**config.mk**
```make
export PLATFORM = sky130hd
export DESIGN_NAME = ibex_lfsr_reseed_flat
export DESIGN_NICKNAME = d
export VERILOG_FILES = /design/src/rtl/ibex_lfsr_reseed_if.sv /design/src/rtl/ibex_lfsr_reseed.sv /design/src/flat_wrapper.sv
export SDC_FILE = /design/constraint.sdc
export NUM_CORES = 1
export LEC_CHECK = 0
export ABC_AREA = 1
export CAP_MARGIN = 20
export CORE_MARGIN = 2
export CORE_UTILIZATION = 45
export DETAILED_ROUTE_END_ITERATION = 8
export PLACE_DENSITY = 0.73
export SETUP_SLACK_MARGIN = 0.1
export SLEW_MARGIN = 15
export SYNTH_ARGS = -nofsm -noshare
export SYNTH_HDL_FRONTEND = slang
export SYNTH_SLANG_ARGS = --single-unit
```
**constraint.sdc**
```tcl
create_clock -name clk_i -period 2.4 [get_ports clk_i]
set_clock_uncertainty 0.15 [all_clocks]
set_input_delay 0.6 -clock clk_i [delete_from_list [all_inputs] [get_ports clk_i]]
set_output_delay 0.6 -clock clk_i [all_outputs]
set_load 0.1 [all_outputs]
```
**src/rtl/ibex_lfsr_reseed_if.sv**
```systemverilog
// Purpose: bundles the control, seed, entropy and status signals of ibex_lfsr_reseed.
// Latency: none, wires only.
// Backpressure: entropy uses a req/ack handshake; req is held until a single-cycle ack.
// Ports (slave view): en_i, seed_valid_i, seed_i, reseed_i, entropy_ack_i, entropy_i in;
//                     entropy_req_o, lfsr_o, lockup_o, busy_o out.
interface ibex_lfsr_reseed_if #(
    parameter int unsigned LfsrW = 32
);
    logic             en_i;
    logic             seed_valid_i;
    logic [LfsrW-1:0] seed_i;
    logic             reseed_i;
    logic             entropy_req_o;
    logic             entropy_ack_i;
    logic [LfsrW-1:0] entropy_i;
    logic [LfsrW-1:0] lfsr_o;
    logic             lockup_o;
    logic             busy_o;

    // Driver side: CSR block, entropy source and consumer of the random stream.
    modport master (
        output en_i, seed_valid_i, seed_i, reseed_i, entropy_ack_i, entropy_i,
        input  entropy_req_o, lfsr_o, lockup_o, busy_o
    );

    // Generator side.
    modport slave (
        input  en_i, seed_valid_i, seed_i, reseed_i, entropy_ack_i, entropy_i,
        output entropy_req_o, lfsr_o, lockup_o, busy_o
    );
endinterface

```
**src/rtl/ibex_lfsr_reseed.sv**
```systemverilog
// Purpose: Galois LFSR with software seed load, periodic/manual entropy reseed and zero-lockup recovery.
// Latency: a step, seed load or merge becomes visible on lfsr_o one cycle later (two with IBEX_LFSR_PERM_EN).
// Backpressure: entropy_req_o is held until entropy_ack_i; stepping continues while waiting.
// Ports: clk_i, rst_ni (async, active-low), bus (ibex_lfsr_reseed_if.slave).
// Optional macro IBEX_LFSR_PERM_EN: lfsr_o = bitrev(state) ^ rotl(state, LfsrW/2), registered.
module ibex_lfsr_reseed #(
    parameter int unsigned      LfsrW          = 32,
    parameter logic [LfsrW-1:0] Taps           = 32'h80200003,
    parameter logic [LfsrW-1:0] DefaultSeed    = 32'hac533bf4,
    parameter int unsigned      ReseedInterval = 1024,
    parameter int unsigned      CntW           = 16
) (
    input  logic                clk_i,
    input  logic                rst_ni,
    ibex_lfsr_reseed_if.slave   bus
);

    typedef enum logic {
        IDLE = 1'b0,
        REQ  = 1'b1
    } fsm_e;

    localparam logic [CntW-1:0] RiCnt  = CntW'(ReseedInterval);
    localparam bit              AutoEn = (ReseedInterval != 0);

    fsm_e             r_fsm;
    fsm_e             w_fsm_nxt;
    logic [LfsrW-1:0] r_state;
    logic [LfsrW-1:0] w_state_nxt;
    logic [LfsrW-1:0] w_step;
    logic [LfsrW-1:0] w_cand;
    logic [CntW-1:0]  r_cnt;
    logic [CntW-1:0]  w_cnt_nxt;
    logic             r_lockup;
    logic             w_lockup_nxt;
    logic             w_ack;
    logic             w_load;
    logic             w_req;

    // ------------------------------------------------------------------
    // Datapath
    // ------------------------------------------------------------------
    always_comb begin
        w_step = r_state >> 1;
        if (r_state[0]) begin
            w_step = w_step ^ Taps;
        end
    end

    // Ack only counts while a request is outstanding.
    assign w_ack  = (r_fsm == REQ) && bus.entropy_ack_i;
    assign w_load = bus.seed_valid_i | w_ack;

    // Seed wins over merge; a simultaneous ack is consumed but its entropy dropped.
    always_comb begin
        w_cand = r_state ^ bus.entropy_i;
        if (bus.seed_valid_i) begin
            w_cand = bus.seed_i;
        end
    end

    always_comb begin
        w_state_nxt  = r_state;
        w_cnt_nxt    = r_cnt;
        w_lockup_nxt = 1'b0;
        if (w_load) begin
            w_cnt_nxt = '0;
            // Zero is a fixed point of the LFSR, so it is never allowed in.
            if (w_cand == '0) begin
                w_state_nxt  = DefaultSeed;
                w_lockup_nxt = 1'b1;
            end else begin
                w_state_nxt  = w_cand;
            end
        end else if (bus.en_i) begin
            w_state_nxt = w_step;
            if (r_cnt < RiCnt) begin
                w_cnt_nxt = r_cnt + CntW'(1);
            end
        end
    end

    always_ff @(posedge clk_i or negedge rst_ni) begin
        if (!rst_ni) begin
            r_state  <= DefaultSeed;
            r_cnt    <= '0;
            r_lockup <= 1'b0;
        end else begin
            r_state  <= w_state_nxt;
            r_cnt    <= w_cnt_nxt;
            r_lockup <= w_lockup_nxt;
        end
    end

    // ------------------------------------------------------------------
    // Reseed FSM
    // ------------------------------------------------------------------
    always_ff @(posedge clk_i or negedge rst_ni) begin
        if (!rst_ni) begin
            r_fsm <= IDLE;
        end else begin
            r_fsm <= w_fsm_nxt;
        end
    end

    // reseed_i is not queued while REQ is outstanding.
    always_comb begin
        w_fsm_nxt = r_fsm;
        case (r_fsm)
            IDLE: begin
                if (bus.reseed_i || (AutoEn && (r_cnt == RiCnt))) begin
                    w_fsm_nxt = REQ;
                end
            end
            REQ: begin
                if (bus.entropy_ack_i) begin
                    w_fsm_nxt = IDLE;
                end
            end
            default: w_fsm_nxt = IDLE;
        endcase
    end

    always_comb begin
        w_req = 1'b0;
        if (r_fsm == REQ) begin
            w_req = 1'b1;
        end
    end

    assign bus.entropy_req_o = w_req;
    assign bus.busy_o        = w_req;
    assign bus.lockup_o      = r_lockup;

    // ------------------------------------------------------------------
    // Output stage
    // ------------------------------------------------------------------
`ifdef IBEX_LFSR_PERM_EN
    function automatic logic [LfsrW-1:0] perm(input logic [LfsrW-1:0] s);
        logic [LfsrW-1:0] rev;
        for (int i = 0; i < LfsrW; i++) begin
            rev[i] = s[LfsrW-1-i];
        end
        return rev ^ ((s << (LfsrW/2)) | (s >> (LfsrW - LfsrW/2)));
    endfunction

    logic [LfsrW-1:0] r_out;

    always_ff @(posedge clk_i or negedge rst_ni) begin
        if (!rst_ni) begin
            r_out <= perm(DefaultSeed);
        end else begin
            r_out <= perm(r_state);
        end
    end

    assign bus.lfsr_o = r_out;
`else
    assign bus.lfsr_o = r_state;
`endif

endmodule

```
**src/flat_wrapper.sv**
```systemverilog
// flat-port wrapper written by rule: the top's interface ports become plain ports
module ibex_lfsr_reseed_flat 
#(
    parameter int unsigned      LfsrW          = 32,
    parameter logic [LfsrW-1:0] Taps           = 32'h80200003,
    parameter logic [LfsrW-1:0] DefaultSeed    = 32'hac533bf4,
    parameter int unsigned      ReseedInterval = 1024,
    parameter int unsigned      CntW           = 16
)
  (clk_i, rst_ni, bus_en_i, bus_seed_valid_i, bus_seed_i, bus_reseed_i, bus_entropy_ack_i, bus_entropy_i, bus_entropy_req_o, bus_lfsr_o, bus_lockup_o, bus_busy_o);
  ibex_lfsr_reseed_if #(.LfsrW(LfsrW)) bus_i ();
  input  logic clk_i;
  input  logic rst_ni;
  input wire logic [$bits(bus_i.en_i)-1:0] bus_en_i;
  input wire logic [$bits(bus_i.seed_valid_i)-1:0] bus_seed_valid_i;
  input wire logic [$bits(bus_i.seed_i)-1:0] bus_seed_i;
  input wire logic [$bits(bus_i.reseed_i)-1:0] bus_reseed_i;
  input wire logic [$bits(bus_i.entropy_ack_i)-1:0] bus_entropy_ack_i;
  input wire logic [$bits(bus_i.entropy_i)-1:0] bus_entropy_i;
  output wire logic [$bits(bus_i.entropy_req_o)-1:0] bus_entropy_req_o;
  output wire logic [$bits(bus_i.lfsr_o)-1:0] bus_lfsr_o;
  output wire logic [$bits(bus_i.lockup_o)-1:0] bus_lockup_o;
  output wire logic [$bits(bus_i.busy_o)-1:0] bus_busy_o;
  assign bus_i.en_i = bus_en_i;
  assign bus_i.seed_valid_i = bus_seed_valid_i;
  assign bus_i.seed_i = bus_seed_i;
  assign bus_i.reseed_i = bus_reseed_i;
  assign bus_i.entropy_ack_i = bus_entropy_ack_i;
  assign bus_i.entropy_i = bus_entropy_i;
  assign bus_entropy_req_o = bus_i.entropy_req_o;
  assign bus_lfsr_o = bus_i.lfsr_o;
  assign bus_lockup_o = bus_i.lockup_o;
  assign bus_busy_o = bus_i.busy_o;
  ibex_lfsr_reseed #(.LfsrW(LfsrW), .Taps(Taps), .DefaultSeed(DefaultSeed), .ReseedInterval(ReseedInterval), .CntW(CntW)) u_core (.clk_i(clk_i), .rst_ni(rst_ni), .bus(bus_i));
endmodule
```
==> summary.md, run 1 <==
| Metric | Value |
|---|---|
| Status | `complete, no violations` |
| CORE AREA | `7810 sq um` |
| H-tree levels | `2` |
| Vias in the first global route | `4,008` |
| Starting Density | `0.468` |
| Sink Count | `50` |
| Horiz. Die Dim | `94.1 um` |
| Total power draw | `3550 uW` |
| Commonest cells in the netlist | `nand2_1 (219), inv_1 (86), o21ai_0 (54)` |
| I/O Buffers | `104` |
| DRC viols | `0` |
| Initial antenna violation count | `0` |
| Worst vdd ir | `422 uV` |
| Max Cap Violations | `0` |
| Setup bufs post-CTS | `0` |
| Synth Area per Inst | `6.21 sq um` |
| ANT nets after route | `0` |
| Number of flops mapped to enable cells by yosys | `0` |
| R2R setup slack | `0.45 ns` |
| RR Endpoint | `u_core.bus.lfsr_o[31]` |
| Via count of the routed design | `4,104` |
| Global-route wire length before repair | `17,900 um` |
| Top-area cell type share of the netlist area | `0.225` |
| Clk slew on worst S/H paths | `0.11 ns` |
| Count of final setup violators | `0` |
| FFs w/ async S/R, synth | `1.00` |
| Synthesis-stage register bit count | `50` |
| Post-route cell area | `5270 sq um` |
| Post-synth cell types | `28` |
| Initial DRC Count | `258` |
| RSZ-0062 raised after global routing | `false` |
| Vias per cell | `5.03` |
| Leakage | `0.00266 uW` |
| Die height | `94.1 um` |
| Detailed Place HPWL | `8090 um` |
| Sequential cell area | `1270 sq um` |
| CP Data Required Time | `2.50 ns` |
| FMAX | `0.481 GHz` |
| Number of buffers created by CTS | `5` |
| Clock Tree Root | `clkbuf_8` |
| Power Density | `674 nW/um^2` |
| CTS Hold Bufs | `0` |
| DP Area | `5140 sq um` |
| Period utilisation layout | `0.867` |
| Largest net degree at the start of global routing | `47` |
| CTS tree | `yes` |
| DRT Pass-1 Iters | `5` |
| Fin nets | `785` |
| Number of diodes | `0` |
| Syn_nets | `661` |
| R2R depth | `13` |
| Count leader, synth | `nand2_1` |
| Drt total wl | `10,700 um` |
| Fill count | `733` |
| Final RePlAce weighted congestion | `0.946` |
| Register area share after synthesis | `0.349` |
| Reg2reg start | `u_core.bus.lfsr_o[4]` |
| Fin util | `0.675` |
| GRT overflow | `0` |
| Kind of critical path | `input pin to register` |
| Slew of the pin with the lowest slew margin | `0.451 ns` |
| IO Pins | `105` |
| Clock period minus worst slack | `2.08 ns` |
| Worst-skew pair later-pin latency | `0.31 ns` |
| Synth top area cells | `nand2_1 (22%), dfrtp_1 (22%), dfstp_2 (13%)` |
| WL/cell | `13.2 um` |
| Layout area overhead | `44.2%` |
| Top_reg_cell synth | `dfrtp_1` |
| Die ar. | `8860 sq um` |
| Yosys warnings | `0` |
| Final slew viol count | `0` |
| Multi-input logic area | `1940 sq um` |
| Max_slew headroom | `0.699` |
| Layout cells sized above 1 | `0.155` |
| Hold Path Class | `input pin to async pin` |
| Row count | `32` |
| Crit. End Element | `register` |
| Synthesized instance count | `589` |
| Clock Path Buffers | `2` |
| Yosys top cell by area | `nand2_1` |
| Hold Vio Cnt, Final | `0` |
| Total GRT Usage | `0.251` |
| WP data arrival | `2.19 ns` |
| Hold Slack | `0.0685 ns` |
| Post-Syn Area | `3650 sq um` |
| Max FO, Critical Path | `23` |
| CP Launch Type | `input pin` |
final cells by class:
| type | count | area share |
|---|---|---|
| clock buffer | 5 | 0.0131 |
| clock inverter | 3 | 0.00475 |
| sequential | 50 | 0.242 |
| inverter | 88 | 0.0627 |
| timing repair buffer | 139 | 0.286 |
| tap | 102 | 0.0242 |
| multi-input combinational | 429 | 0.367 |
flip-flops by register name, summed over array words and instances (netlist names):
name and count:
u_core.bus.lfsr_o 32, u_core.r_fsm 1, u_core.r_cnt 16, u_core.bus.lockup_o 1
power breakdown:
| group | total [uW] | switching [uW] | leakage [uW] | internal (uW) |
|---|---|---|---|---|
| Clock | 535 | 323 | 0.0000447 | 212 |
| Sequential | 1150 | 160 | 0.000603 | 993 |
| Combinational | 1860 | 1250 | 0.00201 | 615 |
| Total | 3550 | 1730 | 0.00266 | 1820 |
metrics by stage:
step / cells / TNS (ns) / worst slack, ns
after floorplan: 589 / 0 / 0.150
after global placement: 807 / -5.53 / -0.312
after detailed placement: 807 / -5.93 / -0.346
after CTS: 816 / 0 / 0.143
after global routing: 816 / 0 / 0.129
final: 816 / 0 / 0.319
logic make-up (layout without fill, tap and decap cells):
logic type | count (synthesis) | in the layout | share of synthesized area
compound gates | 78 | 78 | 0.110
xor+xnor | 4 | 4 | 0.00958
fa+ha+maj | 2 | 2 | 0.00685
buf+inv | 110 | 235 | 0.125
flops | 50 | 50 | 0.349
simple gates | 345 | 345 | 0.400
worst max-delay path, cell delays in order:
cell       delay, ns
clkbuf_2        0.11
inv_2           0.07
bufbuf_16       0.29
or2_2           0.27
nand2_1         0.08
nand2_1         0.06
nor2_1          0.10
nand2_1         0.07
nor2_2          0.11
nand2_2         0.08
buf_4           0.17
nand2_1         0.06
nand2_1         0.05
nand2_1         0.06
cell usage in the layout, fill, tap and decap left out, drive strengths merged, types with 2 or more instances in the layout:
cell and count:
inv 89, or2 28, buf 70, a21oi 20
nand2 221, nor4 3, clkbuf 6, nand3 42
o21ai 54, clkdlybuf4s50 67, dfrtp 32, dfstp 18
ha 2, nor2 35, nor3 10, nand4 5
xor2 4
worst max path at each step:
| stage | to | start |
|---|---|---|
| finish | u_core.bus.lfsr_o[31] | bus_seed_valid_i |
| global route | u_core.bus.lfsr_o[31] | bus_entropy_i[15] |
| CTS | u_core.bus.lfsr_o[27] | bus_seed_valid_i |
| detailed placement | u_core.bus.lfsr_o[27] | bus_seed_valid_i |
| global placement | u_core.bus.lfsr_o[27] | bus_seed_valid_i |
| floorplan | u_core.bus.lfsr_o[22] | u_core.bus.lfsr_o[1] |
repair_timing:
| item | CTS | global route |
|---|---|---|
| endpoints found under the setup margin | 19 | 19 |
| resized for setup | 2 | 4 |
| cloned | 1 | 0 |
per-layer routing:
layer	up-vias	track usage	part of all wire
met1	1883	0.332	0.44
met3	13	0.0417	0.055
met2	134	0.431	0.49
met5	-	0	0
li1	2074	-	-
met4	0	0.0543	0.012
(Power assumes the default switching activity.)
==> inputs of run 2 (changes only) <==
Settings changed: SLEW_MARGIN 15 to unset.
==> results of run 2 <==
Same layout as run 1: the final DEF is identical, and so are final timing and power.
